===== config.mk =====
export PLATFORM = sky130hd
export DESIGN_NAME = fft_radix2_stream
export DESIGN_NICKNAME = d
export VERILOG_FILES = /design/src/rtl/fft_radix2_stream.sv
export SDC_FILE = /design/constraint.sdc
export NUM_CORES = 2
export LEC_CHECK = 0
export ABC_AREA = 1
export BUFFER_PORTS_ARGS = -buffer_cell sky130_fd_sc_hd__buf_2
export CORE_ASPECT_RATIO = 2
export CORE_MARGIN = 5
export CORE_UTILIZATION = 70
export CTS_CLUSTER_DIAMETER = 100
export CTS_CLUSTER_SIZE = 24
export DETAILED_ROUTE_END_ITERATION = 6
export PLACE_DENSITY = 0.84
export REMOVE_ABC_BUFFERS = 1
export SLEW_MARGIN = 25
export SYNTH_ARGS = -nofsm -noshare
export SYNTH_HDL_FRONTEND = slang
export SYNTH_SLANG_ARGS = --single-unit

===== constraint.sdc =====
create_clock -name clk -period 25.1 [get_ports clk]
set_input_delay 3.765 -clock clk [delete_from_list [all_inputs] [get_ports clk]]
set_output_delay 3.765 -clock clk [all_outputs]
set_load 0.05 [all_outputs]

===== src/rtl/fft_radix2_stream.sv =====
// rtl/fft_radix2_stream.sv - streaming radix-2 DIT FFT, bit-reversed load, one in-place butterfly per cycle
module fft_radix2_stream #(
    parameter int N     = 8,
    parameter int LOG2N = 3,
    parameter int DW    = 8,
    parameter int OW    = DW + LOG2N + 1,
    parameter int TW_W  = 16
) (
    input  logic          clk,
    input  logic          clear,
    input  logic          in_valid,
    output logic          in_ready,
    input  logic [DW-1:0] in_re,
    input  logic [DW-1:0] in_im,
    output logic          out_valid,
    input  logic          out_ready,
    output logic [OW-1:0] out_re,
    output logic [OW-1:0] out_im,
    output logic          out_last,
    output logic          busy
);
    localparam int SW = $clog2(LOG2N);
    localparam int PW = OW + TW_W + 1;
    localparam logic signed [PW-1:0] RND = PW'(2 ** (TW_W - 2));
    localparam logic [LOG2N-2:0] BFLY_LAST  = '1;
    localparam logic [SW-1:0]    STAGE_LAST = SW'(LOG2N - 1);
    localparam logic [LOG2N-1:0] CNT_LAST   = '1;

    typedef enum logic [1:0] {LOAD, COMPUTE, UNLOAD} state_t;
    state_t state, state_next;

    logic signed [OW-1:0] mem_re [N];
    logic signed [OW-1:0] mem_im [N];
    logic [LOG2N-1:0] load_cnt, out_cnt;
    logic [SW-1:0]    stage;
    logic [LOG2N-2:0] bfly;
    logic             last_bfly, last_out;

    logic [LOG2N-1:0]       jx, low_mask, idx_a, idx_b;
    logic [2:0]             tw_idx;
    logic [31:0]            tw;
    logic signed [TW_W-1:0] w_c, w_s;
    logic signed [OW-1:0]   a_re, a_im, b_re, b_im, wb_re, wb_im, x_re, x_im, y_re, y_im;
    logic signed [PW-1:0]   p_re, p_im;
    logic                   unused_bits;

    function automatic logic [LOG2N-1:0] bitrev(input logic [LOG2N-1:0] v);
        logic [LOG2N-1:0] r;
        for (int i = 0; i < LOG2N; i++) r[i] = v[LOG2N-1-i];
        return r;
    endfunction

    // 16-point table {cos, sin} in Q1.15, index m = 2*pi*m/16; smaller N strides through it
    function automatic logic [31:0] tw_rom(input logic [2:0] m);
        case (m)
            3'd0:    tw_rom = {16'h7FFF, 16'h0000};
            3'd1:    tw_rom = {16'h7642, 16'h30FC};
            3'd2:    tw_rom = {16'h5A82, 16'h5A82};
            3'd3:    tw_rom = {16'h30FC, 16'h7642};
            3'd4:    tw_rom = {16'h0000, 16'h7FFF};
            3'd5:    tw_rom = {16'hCF04, 16'h7642};
            3'd6:    tw_rom = {16'hA57E, 16'h5A82};
            default: tw_rom = {16'h89BE, 16'h30FC};
        endcase
    endfunction

    assign last_bfly = (stage == STAGE_LAST) && (bfly == BFLY_LAST);
    assign last_out  = (out_cnt == CNT_LAST);

    always_ff @(posedge clk) begin
        if (clear) state <= LOAD;
        else       state <= state_next;
    end

    always_comb begin
        state_next = state;
        in_ready   = 1'b0;
        busy       = 1'b1;
        case (state)
            LOAD: begin
                in_ready = 1'b1;
                busy     = 1'b0;
                if (in_valid && load_cnt == CNT_LAST) state_next = COMPUTE;
            end
            COMPUTE: if (last_bfly) state_next = UNLOAD;
            UNLOAD:  if (out_ready && last_out) state_next = LOAD;
            default: state_next = LOAD;
        endcase
    end

    // Butterfly j of stage s: a keeps the low s bits of j and inserts a 0 at bit s, b sets that bit
    always_comb begin
        jx       = {1'b0, bfly};
        low_mask = LOG2N'((1 << stage) - 1);
        idx_a    = ((jx & ~low_mask) << 1) | (jx & low_mask);
        idx_b    = idx_a | LOG2N'(1 << stage);
        tw_idx   = 3'(4'(jx & low_mask) << (3 - stage));
        tw       = tw_rom(tw_idx);
        w_c      = tw[31 -: TW_W];
        w_s      = tw[15 -: TW_W];
        a_re     = mem_re[idx_a];
        a_im     = mem_im[idx_a];
        b_re     = mem_re[idx_b];
        b_im     = mem_im[idx_b];
        p_re     = PW'(b_re) * PW'(w_c) + PW'(b_im) * PW'(w_s) + RND;
        p_im     = PW'(b_im) * PW'(w_c) - PW'(b_re) * PW'(w_s) + RND;
        if (tw_idx == 3'd0) begin
            wb_re = b_re;
            wb_im = b_im;
        end else if (tw_idx == 3'd4) begin
            wb_re = b_im;
            wb_im = -b_re;
        end else begin
            wb_re = p_re[TW_W-1 +: OW];
            wb_im = p_im[TW_W-1 +: OW];
        end
        x_re = a_re + wb_re;
        x_im = a_im + wb_im;
        y_re = a_re - wb_re;
        y_im = a_im - wb_im;
    end

    assign unused_bits = ^{p_re[PW-1 -: 2], p_re[TW_W-2:0], p_im[PW-1 -: 2], p_im[TW_W-2:0]};

    always_ff @(posedge clk) begin
        if (clear) begin
            load_cnt  <= '0;
            out_cnt   <= '0;
            stage     <= '0;
            bfly      <= '0;
            out_valid <= 1'b0;
            out_last  <= 1'b0;
            out_re    <= '0;
            out_im    <= '0;
        end else begin
            case (state)
                LOAD: if (in_valid) begin
                    mem_re[bitrev(load_cnt)] <= OW'($signed(in_re));
                    mem_im[bitrev(load_cnt)] <= OW'($signed(in_im));
                    load_cnt <= load_cnt + 1'b1;
                end
                COMPUTE: begin
                    mem_re[idx_a] <= x_re;
                    mem_im[idx_a] <= x_im;
                    mem_re[idx_b] <= y_re;
                    mem_im[idx_b] <= y_im;
                    bfly <= bfly + 1'b1;
                    if (bfly == BFLY_LAST) stage <= stage + 1'b1;
                    if (last_bfly) begin
                        // Bin 0 was finished by the first butterfly of the final stage
                        stage     <= '0;
                        out_valid <= 1'b1;
                        out_last  <= 1'b0;
                        out_cnt   <= '0;
                        out_re    <= mem_re[0];
                        out_im    <= mem_im[0];
                    end
                end
                UNLOAD: if (out_ready) begin
                    if (last_out) begin
                        out_valid <= 1'b0;
                        out_last  <= 1'b0;
                        out_cnt   <= '0;
                    end else begin
                        out_cnt  <= out_cnt + 1'b1;
                        out_re   <= mem_re[out_cnt + 1'b1];
                        out_im   <= mem_im[out_cnt + 1'b1];
                        out_last <= ((out_cnt + 1'b1) == CNT_LAST);
                    end
                end
                default: ;
            endcase
        end
    end
endmodule


# After elaboration in Yosys (flattened, before gate mapping)
# Memory sizes are Yosys's and may differ from the RTL's.
# Cells that the tools add are included.
[op_classes]
add_sub_neg = 15
n_mul = 4
n_eq_ne = 19
shift = 2
mux = 46
n_bitwise = 6
reduce_logical = 15
[op_table]
columns = ["cell", "count"]
rows = [
  ["32-bit one-hot mux with 7 select lines", 1],
  ["12-bit 2-to-1 mux", 12],
  ["12-bit by 16-bit multiplier with 27-bit output", 4],
  ["27-bit by 16-bit adder with 27-bit output, second input constant", 2],
  ["12-bit one-hot mux with 2 select lines", 2],
  ["3-bit by 32-bit << shifter with 3-bit output", 1],
  ["27-bit adder", 1],
  ["27-bit subtractor", 1],
  ["12-bit adder", 2],
  ["12-bit OR reduction", 2],
  ["12-bit subtractor", 2],
  ["3-bit equality test, second input constant", 6],
  ["1-bit 2-to-1 mux", 17],
  ["3-bit 2-to-1 mux", 5],
  ["2-bit inequality test, second input constant", 6],
  ["12-bit negation", 1],
  ["2-bit 2-to-1 mux", 5],
  ["4-bit AND reduction", 2],
  ["3-bit by 1-bit adder with 3-bit output, second input constant", 2],
  ["2-bit by 3-bit AND with 3-bit output", 2],
  ["2-bit equality test, second input constant", 3],
  ["3-bit by 2-bit equality test with 1-bit output, second input constant", 2],
  ["3-bit bitwise OR", 2],
  ["2-bit one-hot mux with 3 select lines", 1],
  ["16 further kinds", 23],
]
[word_totals]
reg_bits = 38
mem_bits_rw = 192
inputBits = 20
out_inout_bits = 28
elab_cells = 118
mem_count = 2
[memory_table]
columns = ["memory", "words", "width", "read_ports", "rd_clocked_by_memory_dff", "write_ports", "line_no", "rtl"]
rows = [
  ["mem_im", 8, 12, 4, 0, 2, "33", "logic signed [OW-1:0] mem_im [N];"],
  ["mem_re", 8, 12, 4, 0, 2, "32", "logic signed [OW-1:0] mem_re [N];"],
]

# Longest topological paths before layout
# An unclocked memory read counts as a cell.
[depth]
ltp_word = 14
mapped_depth = 60
ltp_nobuf = 58

# Worst setup path before layout
# Ideal clock, no wire load.
[synth_timing]
path_kind = "register to register"
startpoint = "reg stage[1]"
endpoint = "mem mem_im[2][11] in the netlist's numbering (data pin)"
arrival_ns = 9.386
setup_slack_ns = 15.461
path_stages_with_launch = 54
synth_period_minus_slack_ns = 9.639
cell_sequence = "dfxtp_1 > buf_6 > inv_2 > nand2_4 > o22ai_2 > clkbuf_1 > ha_1 > a21oi_1 > clkinv_1 > nor2_1 > buf_2 > nor2_1 > fa_1 > inv_1 > fa_1 > fa_1 > fa_1 > fa_1 > (+18 left out) > ha_1 > a21oi_1 > nor2_1 > nor2_1 > o21ai_0 > nand3_1 > a21oi_1 > nor2_1 > o21bai_1 > nand2_1 > nand2_1 > a21oi_1 > inv_1 > nand3_2 > nand3_2 > nand2_4 > nand2_1 > nand2_1"
[synth_rtl]
columns = ["element", "line_no", "rtl"]
rows = [
  ["start: declaration", "35", "logic [SW-1:0] stage;"],
  ["start signal: assignment", "148", "if (bfly == BFLY_LAST) stage <= stage + 1'b1;"],
  ["end: declaration", "33", ""],
]

==> results.py <==
metrics = {
    "power_and_ir_drop": {
        "ir_drop_v": 0.000190,
        "power_density_mw_per_mm2": 73.5,
        "finalPower_mw": 3.13,
        "p_leak_nw": 21.4,
    },
    "sta": {
        "tightestPinTransition_ps": 1180,
        "worst_slack_ps": 12050,
        "setup-violations-final": 0,
        "hold-worst-slack_ps": 483,
        "skew_ps": 52.6,
        "drv_slew": 0,
        "min_period_ps": 13050,
        "post-route-period-util": 0.520,
        "rsz0062_at_grt": "false",
        "fmax_mhz": 76.6,
        "tns_ps": 0,
        "slew_headroom": 0.204,
        "hold_viol": 0,
    },
    "global_routing": {
        "grt_max_degree": 81,
        "grt_first_pass_wirelength_um": 236000,
        "antenna_found_initial": 2,
        "track_usage": 0.500,
        "grt_remaining_overflow": 0,
        "grt_pass1_vias": 40000,
    },
    "finish": {
        "final_core_util": 0.724,
        "area_growth_pct": 3.18,
        "nets": 6126,
        "finish.instance_area_mm2": 0.0426,
        "final_cell_mix": "inv_1 (1169), nand2_1 (932), fa_1 (680)",
        "final_common_cell": "inv_1",
        "drive_gt1_frac": 0.0453,
        "fin_cells": 5911,
        "fillers": 4736,
    },
    "critical_path": {
        "crit_fanout": 30,
        "crit_type": "flip-flop to flip-flop",
        "cp_top_family": "adder cells",
        "rr_endpoint": "mem_im[3][11]$_DFFE_PP_",
        "worst-path-buf-inv": 13,
        "slowest_stage": "o21ai_0",
        "slowest_delay_ps": 840,
        "critical_path_required_ps": 25410,
        "ff2ff_path_depth": 49,
        "r2r_slack_ps": 12050,
        "timing.rr.start": "stage[0]$_SDFFE_PP0P_",
        "cp-end-kind": "flip-flop",
        "crit_top_cell": "nand2_1",
        "crit_arrival_ps": 13360,
        "crit_path_start_kind": "flip-flop",
    },
    "placed_design": {
        "place_inst": 5888,
        "place_hpwl_um": 121000,
        "dpl_cell_area_mm2": 0.0422,
        "portBuffers": 47,
        "dp_slack_ps": 12300,
        "place_congestion": 1.09,
    },
    "clocking": {
        "htree_levels": 1,
        "clock_latency_ps": 540,
        "cts_setup_buffers": 0,
        "cts_made_buffers": 13,
        "root_buffer": "clkbuf_16",
        "clkTransAtPathRegs_ps": 120,
        "cts-hold-fix-buffers": 0,
        "tritoncts": "done",
        "clockBufferDepth": 3,
        "clock_sinks": 230,
        "cts_resized": 0,
    },
    "logic_synthesis": {
        "synthDistinctLibCells": 58,
        "async_reset_ff_frac": 0,
        "synth.avg_cell_area_um2": 7.90,
        "syn-instance-count": 5218,
        "ys_seq_area_frac": 0.158,
        "synth_edf_count": 192,
        "ys_ff_latch": 230,
        "synth_warnings": 0,
        "syn_area_mm2": 0.0412,
        "ys.flop_type": "edfxtp_1",
    },
    "routing": {
        "routed_wl_um": 159000,
        "ant_nets": 0,
        "via_per_inst": 6.33,
        "routed-via-count": 37400,
        "avgRoutedWirePerCell_um": 26.9,
        "drc": 2,
        "dr.first_iter.drc_count": 4552,
        "dr.pass1.iters": 7,
    },
    "run_status": {
        "status": "finished, violations left",
        "violations": "design-rule violations",
    },
    "floorplanning": {
        "core_area_mm2": 0.0588,
        "die_x_um": 182,
        "rows": 126,
        "die_h_um": 353,
        "boundaryPins": 48,
        "initial_core_util": 0.701,
        "dieArea_mm2": 0.0642,
    },
    "worst_hold_path": {
        "hold_end": "out_last$_SDFFE_PP0P_",
        "hold_depth": 2,
        "hold_path_class": "flip-flop to flip-flop",
        "min_from": "out_last$_SDFFE_PP0P_",
    },
    "flow_run": {
        "timing.max_cap.violations": 0,
    },
}
==> Yosys cell counts, types with 3 or more instances <==
cell type | number | share of area
buf_1 | 21 | 0.0019
mux2i_1 | 5 | 0.0012
clkbuf_1 | 172 | 0.016
xor2_1 | 28 | 0.0059
nand2_2 | 10 | 0.0015
nand3_2 | 5 | 0.0012
ha_1 | 291 | 0.088
buf_4 | 5 | 0.00091
o311ai_0 | 3 | 0.00064
o21a_1 | 5 | 0.00091
nor3_1 | 8 | 0.00097
xnor2_1 | 16 | 0.0034
o21ai_1 | 32 | 0.0039
nand3b_1 | 4 | 0.00073
fa_1 | 680 | 0.33
o31ai_1 | 10 | 0.0018
buf_6 | 10 | 0.0027
inv_2 | 14 | 0.0013
o21bai_1 | 10 | 0.0018
dfxtp_1 | 38 | 0.018
nor2_4 | 6 | 0.0016
or2_2 | 4 | 0.00061
a32o_1 | 4 | 0.00097
a21oi_1 | 243 | 0.029
clkinv_1 | 10 | 0.00091
a211oi_1 | 7 | 0.0013
inv_1 | 1175 | 0.11
nor2_2 | 4 | 0.00061
nor2_1 | 478 | 0.043
buf_2 | 20 | 0.0024
a21boi_0 | 3 | 0.00055
nand2_4 | 4 | 0.0011
edfxtp_1 | 192 | 0.14
a22oi_1 | 34 | 0.0062
nand3_1 | 140 | 0.017
a31oi_1 | 28 | 0.0042
nand4_1 | 11 | 0.0017
o211ai_1 | 38 | 0.0069
o21ai_0 | 490 | 0.059
nand2_1 | 934 | 0.085
==> worst max path at each step <==
| stage | slack, ps | cells after the start | start | to |
|---|---|---|---|---|
| after floorplan | 10730 | 44 | stage[1]$_SDFFE_PP0P_ | mem_re[2][11]$_DFFE_PP_ |
| after global placement | 12610 | 49 | bfly[0]$_SDFFE_PP0P_ | mem_im[4][11]$_DFFE_PP_ |
| after detailed placement | 12300 | 49 | stage[1]$_SDFFE_PP0P_ | mem_im[3][10]$_DFFE_PP_ |
| after CTS | 12230 | 47 | stage[1]$_SDFFE_PP0P_ | mem_im[3][8]$_DFFE_PP_ |
| after global routing | 11760 | 49 | stage[1]$_SDFFE_PP0P_ | mem_im[5][10]$_DFFE_PP_ |
| final | 12050 | 49 | stage[0]$_SDFFE_PP0P_ | mem_im[3][11]$_DFFE_PP_ |
==> area by class of cell <==
| type | count | area [um2] | area share |
|---|---|---|---|
| antenna | 1 | 2.50 | 0.0000588 |
| clock buffer | 20 | 352 | 0.00826 |
| clock inverter | 2 | 20.0 | 0.000470 |
| inverter | 1200 | 4510 | 0.106 |
| multi-input combinational | 3560 | 29300 | 0.689 |
| sequential | 230 | 6530 | 0.153 |
| tap | 768 | 961 | 0.0226 |
| timing repair buffer | 130 | 858 | 0.0202 |
==> report_power, final <==
group / total (mW) / internal [mW] / switching, mW
logic: 2.47 / 0.832 / 1.64
clock network: 0.233 / 0.100 / 0.133
registers: 0.425 / 0.420 / 0.00412
==> state kept, by name (all words and copies together), names as in the netlist <==
register / count
mem_re: 96
stage: 2
bfly: 2
out_valid: 1
state: 2
out_last: 1
mem_im: 96
out_cnt: 3
out_im: 12
load_cnt: 3
out_re: 12
==> metal layers <==
metal / wire, um / part of all wire / vias up / GRT usage
met4: 23100 / 0.15 / 0 / 0.524
met2: 74900 / 0.47 / 2702 / 0.817
met3: 17200 / 0.11 / 1212 / 0.122
li1: - / - / 15900 / -
met5: 0 / 0 / - / 0
met1: 43600 / 0.27 / 17600 / 0.492
==> tightest hold or removal path: stages, from the launching register on <==
cell,delay [ps]
dfxtp_1,330
nand2_1,60
a21oi_1,50
==> kinds of logic (layout without fill, tap and decap cells) <==
group,Yosys count,in the layout,synth area share
xor+xnor,44,44,0.00934
flops,230,230,0.158
other cells,1,2,0.0000909
fa+ha+maj,971,971,0.418
mux,5,5,0.00121
simple gates,1616,1616,0.158
compound gates,923,923,0.122
buf+inv,1428,1352,0.133
Note: power is estimated with default switching activity, not from simulation.
